==> config.mk <==
export PLATFORM = sky130hd
export DESIGN_NAME = symbol_serializer_10b
export DESIGN_NICKNAME = d
export VERILOG_FILES = /design/src/rtl/pcie_phy_pkg.sv /design/src/rtl/symbol_serializer_10b_sym_fifo.sv /design/src/rtl/symbol_serializer_10b.sv
export SDC_FILE = /design/constraint.sdc
export NUM_CORES = 1
export LEC_CHECK = 0
export BUFFER_PORTS_ARGS = -buffer_cell sky130_fd_sc_hd__buf_2
export CELL_PAD_IN_SITES_DETAIL_PLACEMENT = 1
export CELL_PAD_IN_SITES_GLOBAL_PLACEMENT = 2
export CORE_ASPECT_RATIO = 0.9
export CORE_MARGIN = 2
export CORE_UTILIZATION = 40
export DETAILED_ROUTE_END_ITERATION = 12
export GPL_TIMING_DRIVEN = 0
export PLACE_DENSITY_LB_ADDON = 0.1
export SETUP_SLACK_MARGIN = 0.4
export SLEW_MARGIN = 20
export SYNTH_ARGS = -nofsm -noshare
export SYNTH_HDL_FRONTEND = slang
export SYNTH_SLANG_ARGS = --single-unit
==> constraint.sdc <==
create_clock -name clk -period 2.3 [get_ports clk]
set_clock_uncertainty 0.1 [all_clocks]
set_input_delay 0.46 -clock clk [delete_from_list [all_inputs] [get_ports clk]]
set_output_delay 0.46 -clock clk [all_outputs]
set_load 0.01 [all_outputs]
==> src/rtl/pcie_phy_pkg.sv <==
`default_nettype none
// ============================================================================
// Module      : pcie_phy_pkg
// Description : Shared definitions for the 10-bit symbol serializer: symbol
//               width, K28.5 comma codes for both running disparities, the
//               last bit index of a symbol and the serializer state encoding.
// Revision    : 1.0 - initial release
// ============================================================================
package pcie_phy_pkg;

    localparam int SYM_W = 10;

    // K28.5 comma, bit 9 (a) on the left, in its two disparity forms.
    localparam logic [SYM_W-1:0] K28_5_RDN = 10'b0011111010;
    localparam logic [SYM_W-1:0] K28_5_RDP = 10'b1100000101;

    // Bit counter value while the last bit (j) is on the line.
    localparam logic [3:0] LAST_BIT = 4'd9;

    typedef enum logic [0:0] {
        ST_IDLE  = 1'b0,
        ST_SHIFT = 1'b1
    } ser_state_t;

endpackage
`default_nettype wire

==> src/rtl/symbol_serializer_10b_sym_fifo.sv <==
`default_nettype none
// ============================================================================
// Module      : sym_fifo
// Description : Small synchronous FIFO for encoded symbols. Full and empty
//               are registered so downstream handshakes see clean flops.
//               A word written in a cycle is not visible at head until the
//               following cycle (no write-to-read bypass).
// Ports       : clk, reset (async, active high)
//               push/wdata - write request and data (ignored when full)
//               pop        - read request (ignored when empty)
//               full/empty - registered occupancy flags
//               head       - oldest stored word
// Revision    : 1.0 - initial release
// ============================================================================
module sym_fifo #(
    parameter int WIDTH = 10,
    parameter int DEPTH = 2
) (
    input  logic             clk,
    input  logic             reset,
    input  logic             push,
    input  logic [WIDTH-1:0] wdata,
    input  logic             pop,
    output logic             full,
    output logic             empty,
    output logic [WIDTH-1:0] head
);

    localparam int AW = (DEPTH > 1) ? $clog2(DEPTH) : 1;
    localparam logic [AW:0] C_DEPTH = (AW+1)'(DEPTH);
    localparam logic [AW:0] C_ONE   = (AW+1)'(1);

    logic [WIDTH-1:0] r_mem [DEPTH];
    logic [AW-1:0]    r_wr_ptr;
    logic [AW-1:0]    r_rd_ptr;
    logic [AW:0]      r_count;
    logic             r_full;
    logic             r_empty;

    logic             w_push;
    logic             w_pop;
    logic [AW:0]      w_count_nxt;

    assign w_push = push & ~r_full;
    assign w_pop  = pop & ~r_empty;

    // Simultaneous push and pop leaves occupancy unchanged.
    always_comb begin
        w_count_nxt = r_count;
        case ({w_push, w_pop})
            2'b10:   w_count_nxt = r_count + C_ONE;
            2'b01:   w_count_nxt = r_count - C_ONE;
            default: w_count_nxt = r_count;
        endcase
    end

    always_ff @(posedge clk or posedge reset) begin
        if (reset) begin
            r_wr_ptr <= '0;
            r_rd_ptr <= '0;
            r_count  <= '0;
            r_full   <= 1'b0;
            r_empty  <= 1'b1;
        end else begin
            if (w_push) r_wr_ptr <= r_wr_ptr + 1'b1;
            if (w_pop)  r_rd_ptr <= r_rd_ptr + 1'b1;
            r_count <= w_count_nxt;
            r_full  <= (w_count_nxt == C_DEPTH);
            r_empty <= (w_count_nxt == '0);
        end
    end

    // Storage needs no reset: the pointers and count define validity.
    always_ff @(posedge clk) begin
        if (w_push) r_mem[r_wr_ptr] <= wdata;
    end

    assign full  = r_full;
    assign empty = r_empty;
    assign head  = r_mem[r_rd_ptr];

endmodule
`default_nettype wire

==> src/rtl/symbol_serializer_10b.sv <==
`default_nettype none
// ============================================================================
// Module      : symbol_serializer_10b
// Description : Buffers 10-bit encoded symbols and shifts them out one bit
//               per clock, bit a (bit 9) first. When the buffer runs dry at
//               a symbol boundary it can insert K28.5 fill, alternating
//               RD- / RD+, and flags the gap on underflow_o.
// Ports       : clk, reset (async, active high)
//               sym_i/sym_valid_i/sym_ready_o - symbol input handshake
//               tx_en_i     - enables serial transmission
//               serial_o    - serial bit stream
//               sym_start_o - high while bit a of a symbol is on serial_o
//               underflow_o - one-cycle pulse when data was missing
// Revision    : 1.0 - initial release
// ============================================================================
module symbol_serializer_10b
    import pcie_phy_pkg::*;
#(
    parameter int FIFO_DEPTH = 2,
    parameter bit FILL_EN    = 1'b1
) (
    input  logic             clk,
    input  logic             reset,
    input  logic [SYM_W-1:0] sym_i,
    input  logic             sym_valid_i,
    output logic             sym_ready_o,
    input  logic             tx_en_i,
    output logic             serial_o,
    output logic             sym_start_o,
    output logic             underflow_o
);

    ser_state_t       r_state;
    logic [3:0]       r_bit_cnt;
    logic [SYM_W-1:0] r_shreg;
    logic             r_fill_rdp;     // next fill symbol is RD+ when set
    logic             r_underflow;

    logic             w_full;
    logic             w_empty;
    logic [SYM_W-1:0] w_head;
    logic             w_push;
    logic             w_pop;
    logic             w_load;

    assign w_push = sym_valid_i & ~w_full;
    assign w_load = ((r_state == ST_IDLE)  && tx_en_i) ||
                    ((r_state == ST_SHIFT) && (r_bit_cnt == LAST_BIT));
    assign w_pop  = w_load & tx_en_i & ~w_empty;

    sym_fifo #(
        .WIDTH (SYM_W),
        .DEPTH (FIFO_DEPTH)
    ) u_fifo (
        .clk   (clk),
        .reset (reset),
        .push  (w_push),
        .wdata (sym_i),
        .pop   (w_pop),
        .full  (w_full),
        .empty (w_empty),
        .head  (w_head)
    );

    always_ff @(posedge clk or posedge reset) begin
        if (reset) begin
            r_state     <= ST_IDLE;
            r_bit_cnt   <= 4'd0;
            r_shreg     <= '0;
            r_fill_rdp  <= 1'b0;
            r_underflow <= 1'b0;
        end else begin
            r_underflow <= 1'b0;
            if (w_load && tx_en_i) begin
                if (!w_empty) begin
                    r_shreg   <= w_head;
                    r_bit_cnt <= 4'd0;
                    r_state   <= ST_SHIFT;
                end else if (FILL_EN) begin
                    r_shreg     <= r_fill_rdp ? K28_5_RDP : K28_5_RDN;
                    r_fill_rdp  <= ~r_fill_rdp;
                    r_bit_cnt   <= 4'd0;
                    r_state     <= ST_SHIFT;
                    // Fill at start-up from IDLE is expected, not a gap.
                    r_underflow <= (r_state == ST_SHIFT);
                end else begin
                    r_state     <= ST_IDLE;
                    r_underflow <= (r_state == ST_SHIFT);
                end
            end else if (r_state == ST_SHIFT) begin
                if (r_bit_cnt == LAST_BIT) begin
                    // Only reached with tx_en_i low: symbol is complete.
                    r_state <= ST_IDLE;
                end else begin
                    r_shreg   <= {r_shreg[SYM_W-2:0], 1'b0};
                    r_bit_cnt <= r_bit_cnt + 4'd1;
                end
            end
        end
    end

    // Outputs are decoded straight from flops only.
    assign serial_o    = (r_state == ST_SHIFT) & r_shreg[SYM_W-1];
    assign sym_start_o = (r_state == ST_SHIFT) & (r_bit_cnt == 4'd0);
    assign underflow_o = r_underflow;
    assign sym_ready_o = ~w_full;

endmodule
`default_nettype wire

## Word-level counts from Yosys, hierarchy flattened

Memory sizes are Yosys's and may differ from the RTL's.
Cells that the tools add are included.

- Flip-flop bits (word level): 23
- Bits in writable memories: 20
- Bits of input ports: 14
- Output and inout bits: 4
- Word-level logic and storage cells: 57
- Memories: 1

Memories:

| name | depth | width | rd ports | clocked after Yosys merged registers in | wr ports | RTL line | text |
|---|---|---|---|---|---|---|---|
| u_fifo.r_mem | 2 | 10 | 1 | 0 | 1 | symbol_serializer_10b_sym_fifo.sv:33 | `logic [WIDTH-1:0] r_mem [DEPTH];` |

- $add $sub $neg: 5
- Equality and inequality tests: 5
- Muxes and demuxes: 16
- Bitwise gates (word level): 11
- Reductions and logical operators: 9

Operators with widths:

| cell | number |
|---|---|
| $mux W10 | 5 |
| $mux W4 | 3 |
| $and A1 B1 Y1 | 7 |
| $mux W1 | 7 |
| $add A4 B1 Y4 const B | 1 |
| $eq A2 B2 Y1 const B | 2 |
| $eq A4 B4 Y1 const B | 1 |
| $logic_not A4 Y1 | 1 |
| $not A1 Y1 | 4 |
| $pmux W2 S2 | 1 |
| $reduce_and A2 Y1 | 2 |
| $logic_and A1 B1 Y1 | 3 |
| $add A1 B1 Y1 const B | 2 |
| $add A2 B1 Y2 const B | 1 |
| $eq A2 B1 Y1 const B | 1 |
| $logic_not A2 Y1 | 1 |
| $ne A2 B2 Y1 const B | 1 |
| $reduce_bool A2 Y1 | 1 |
| $sub A2 B1 Y2 const B | 1 |
| $logic_or A1 B1 Y1 | 1 |

## Longest topological paths before layout

- Word-level depth: 9
- Depth in mapped cells: 8
- Mapped depth without buffers: 8

## By module

A second synthesis with hierarchy kept.

- Cell total of the unflattened synthesis: 150
- Area total of the unflattened synthesis: 2011.9 µm²

By module, submodules not included:

| module | instances | cells an instance | area an instance (µm²) | sequential area each (µm²) |
|---|---|---|---|---|
| sym_fifo | 1 | 58 | 1048.5 | 752.0 |
| symbol_serializer_10b | 1 | 92 | 963.4 | 425.4 |

## Worst setup path before layout

Ideal clock, no wire load.

- Kind: register to register
- Start point: register r_bit_cnt[1]
- End point: register u_fifo.r_empty, in the netlist u_fifo.empty
- Setup time: 0.078 ns
- Data arrival time: 1.770 ns
- Data required time: 2.122 ns
- Slack: 0.352 ns
- Stages on the path, launching flop included: 8
- Path buffers: 0
- Clock period less this slack: 1.948 ns
- Path through: dfrtp_1 inv_1 ha_1 nand3b_4 a21oi_2 ha_1 or3_1 and3b_1

- Longest elaborated chain between the ends: 9
- Elaborated cells between the ends (all ways): 10
- Classes of those cells: eq/ne (3); mux (1); bitwise (3); reduce/logical (3)

RTL lines:

| item | RTL line | text |
|---|---|---|
| start, declared | symbol_serializer_10b.sv:34 | `logic [3:0] r_bit_cnt;` |
| start signal, assigned | symbol_serializer_10b.sv:96 | `r_bit_cnt <= r_bit_cnt + 4'd1;` |
| $eq A4 B4 Y1 (*) | symbol_serializer_10b.sv:48 | `((r_state == ST_SHIFT) && (r_bit_cnt == LAST_BIT));` |
| $logic_and A1 B1 Y1 (*) | symbol_serializer_10b.sv:48 |  |
| $logic_or A1 B1 Y1 (*) | symbol_serializer_10b.sv:47 | `assign w_load = ((r_state == ST_IDLE) && tx_en_i) \|\|` |
| $and A1 B1 Y1 (*) (2 in series) | symbol_serializer_10b.sv:49 | `assign w_pop = w_load & tx_en_i & ~w_empty;` |
| $and A1 B1 Y1 (*) | symbol_serializer_10b_sym_fifo.sv:45 | `assign w_pop = pop & ~r_empty;` |
| net u_fifo.w_pop | symbol_serializer_10b_sym_fifo.sv:41 | `logic w_pop;` |
| $eq A2 B1 Y1 / $eq A2 B2 Y1 (equally long branches) | symbol_serializer_10b_sym_fifo.sv:50 | `case ({w_push, w_pop})` |
| $pmux W2 S2 (*) | symbol_serializer_10b_sym_fifo.sv:50 |  |
| $logic_not A2 Y1 (*) | symbol_serializer_10b_sym_fifo.sv:69 | `r_empty <= (w_count_nxt == '0);` |
| end signal, assigned | symbol_serializer_10b_sym_fifo.sv:69 |  |
| end, declared | symbol_serializer_10b_sym_fifo.sv:38 | `logic r_empty;` |

The timed path passes the listed nets; every way through them passes the cells marked *.
A chain may end at the register's enable or synchronous reset.

## Worst setup path after layout

Ends and elaborated chain as after synthesis.

==> impl_metrics.tcl <==
set metrics [dict create \
    die_area_um2 5360 \
    cts_tree "built" \
    ff2ff_path_depth 7 \
    gp_congestion 0.752 \
    rows 23 \
    dp_hpwl_um 2580 \
    startpoint "r_bit_cnt[1]" \
    antenna_found_initial 0 \
    startpoint_type "register" \
    max_cap_violations 0 \
    period_minus_slack_ns 1.90 \
    numCtsBuffers 5 \
    drive_gt1_share_pct 33.0 \
    die_h_um 69.6 \
    slew_violations 0 \
    drtIter0Drc 39 \
    area_growth_pct 19.3 \
    fin_crit_sh_pct 82.7 \
    grt_pass1_vias 1318 \
    start_util_pct 42.4 \
    io_pins 18 \
    synth-seq-area-share_pct 61.5 \
    ir_drop_mv 0.559 \
    grt_use_total_pct 15.8 \
    register_area_um2 1180 \
    maxSlewHeadroom_pct 39.7 \
    cts_buffer_depth 2 \
    synthFlopType "dfrtp_1" \
    pre_cts_ws_ns 0.221 \
    syn_area_um2 1910 \
    grt_max_degree 24 \
    clk_pin_slew_ns 0.08 \
    async_flop_share_pct 53.5 \
    fmax_mhz 525 \
    path_class "reg2reg" \
    cts-root-buf "clkbuf_8" \
    clkLatencyLatePin_ns 0.30 \
    setup-violations-final 0 \
    nFillCells 487 \
    hold_viol_final 0 \
    status "complete, no violations" \
    drtAntennaViolNets 0 \
    power_density_nw_per_um2 1200 \
    synth_warnings 0 \
    die_w_um 76.9 \
    worstMarginPinSlew_ns 0.903 \
    rsz0062_at_grt "true" \
    setup_slack_ns 0.397 \
    fin_setup_tns_ns 0 \
    final_cell_mix "dfrtp_1 (21), edfxtp_1 (20), buf_2 (18)" \
    grt_pass1_wl_um 6510 \
    yosysUniqueCellTypes 35 \
    place_area_um2 2070 \
    fp.coreArea_um2 4520 \
    nets 196 \
    diodes 0 \
    crit_required_ns 2.43 \
    synth_nets 164 \
    worstSetupEndpointType "register" \
    crit-reg2reg-launch "r_bit_cnt[1]" \
    final_cell_area_um2 2280 \
    crit_arrival_ns 2.03 \
    hold_buffers 0 \
    synth_edf_count 20 \
    post_drt_wl_per_cell_um 16.0 \
    multiInputGateArea_um2 721 \
    cts_max_level 2 \
    p_leak_nw 0.938 \
    cp_max_fo 3 \
    avgSynthCellArea_um2 13.1 \
    final_common_cell "dfrtp_1" \
    hold_class "in2async" \
    numClockSinks 43 \
    drt-pass1-iter-count 4 \
    drc 0 \
    io_buffers 16 \
    vias 1253 \
    synth_seq_cells 43 \
    synth_cells 146 \
    grt-ovfl-total 0 \
    viasPerCell 5.20 \
    drt_wl_total_um 3840 \
]
sequential cells by signal, indices dropped and copies added, names as in the netlist, 2 cells and up:
signal          flops
u_fifo.r_mem       20
r_shreg            10
r_bit_cnt           4
u_fifo.r_count      2
metal layers:
| layer | part of all wire [%] | track usage (%) | vias up |
|---|---|---|---|
| li1 | - | - | 595 |
| met1 | 46 | 20.3 | 628 |
| met2 | 48 | 25.2 | 21 |
| met3 | 3.7 | 4.17 | 9 |
| met4 | 2.1 | 6.67 | 0 |
| met5 | 0 | 0 | - |
cell type report:
class / instances / share of cell area [%]
Buffer: 7 / 2.25
Sequential cell: 43 / 51.6
Tap cell: 62 / 3.40
Clock inverter: 3 / 0.877
Clock buffer: 5 / 3.01
Timing Repair Buffer: 25 / 6.47
Inverter: 5 / 0.822
Multi-Input combinational cell: 91 / 31.6
synth_stat cells, types with 2 or more instances:
library cell   n  area [µm²]
inv_1          5        18.8
dfrtp_1       22         551
o21ai_0        7        35.0
a2bb2oi_1      9        78.8
o211ai_1       4        30.0
nor2b_1        9        56.3
nand2b_1       3        18.8
xnor2_1        3        26.3
xor2_1         2        17.5
and2_1         3        18.8
clkbuf_1       2        7.51
mux2_2        11         124
nand2_1        5        18.8
a21oi_1       13        65.1
buf_2          4        20.0
ha_1           4        50.1
edfxtp_1      20         601
nand3_1        3        15.0
final timing paths:
check	slack [ns]	to
setup / recovery	0.40	u_fifo.empty
hold / removal	0.25	r_fill_rdp
setup reg to reg	0.40	u_fifo.empty
hold reg to reg	0.42	u_fifo.r_wr_ptr
max in group asynchronous	1.24	r_bit_cnt[0]
min in group clk	0.25	u_fifo.r_mem[0][7]
where the power goes:
group	total [mW]	switching [mW]	internal [mW]
Clock	0.470	0.258	0.211
Combinational	1.04	0.497	0.547
Sequential	1.23	0.153	1.08
Total	2.75	0.909	1.84
worst max-delay path, stage by stage (launching register included):
cell and delay, ns:
dfrtp_1 0.41, inv_2 0.10, ha_4 0.14, nand3b_4 0.09, a21oi_4 0.18, ha_4 0.23
or3_4 0.38, and3b_1 0.20
metrics by stage:
step	hold WS, ns	std cells	power (mW)	util (%)
after global routing	0.231	241	2.96	50.5
after CTS	0.238	236	2.73	49.6
final	0.246	241	2.75	50.5
after global placement	0.381	224	2.11	45.9
after detailed placement	0.400	224	2.16	45.9
after floorplan	0.360	146	1.92	-
logic make-up after synthesis:
| family | share of synthesized area (%) |
|---|---|
| simple gates | 11.4 |
| buf+inv | 2.81 |
| flops | 61.5 |
| xor+xnor | 2.29 |
| fa+ha+maj | 2.61 |
| mux | 6.47 |
| compound gates | 12.9 |
what timing repair did:
item	CTS	global route
buffers inserted	4	5
gates cloned	0	0
setup endpoints to repair	5	4
pin swaps	1	1
gates resized for setup	9	1
(Power assumes the default switching activity.)
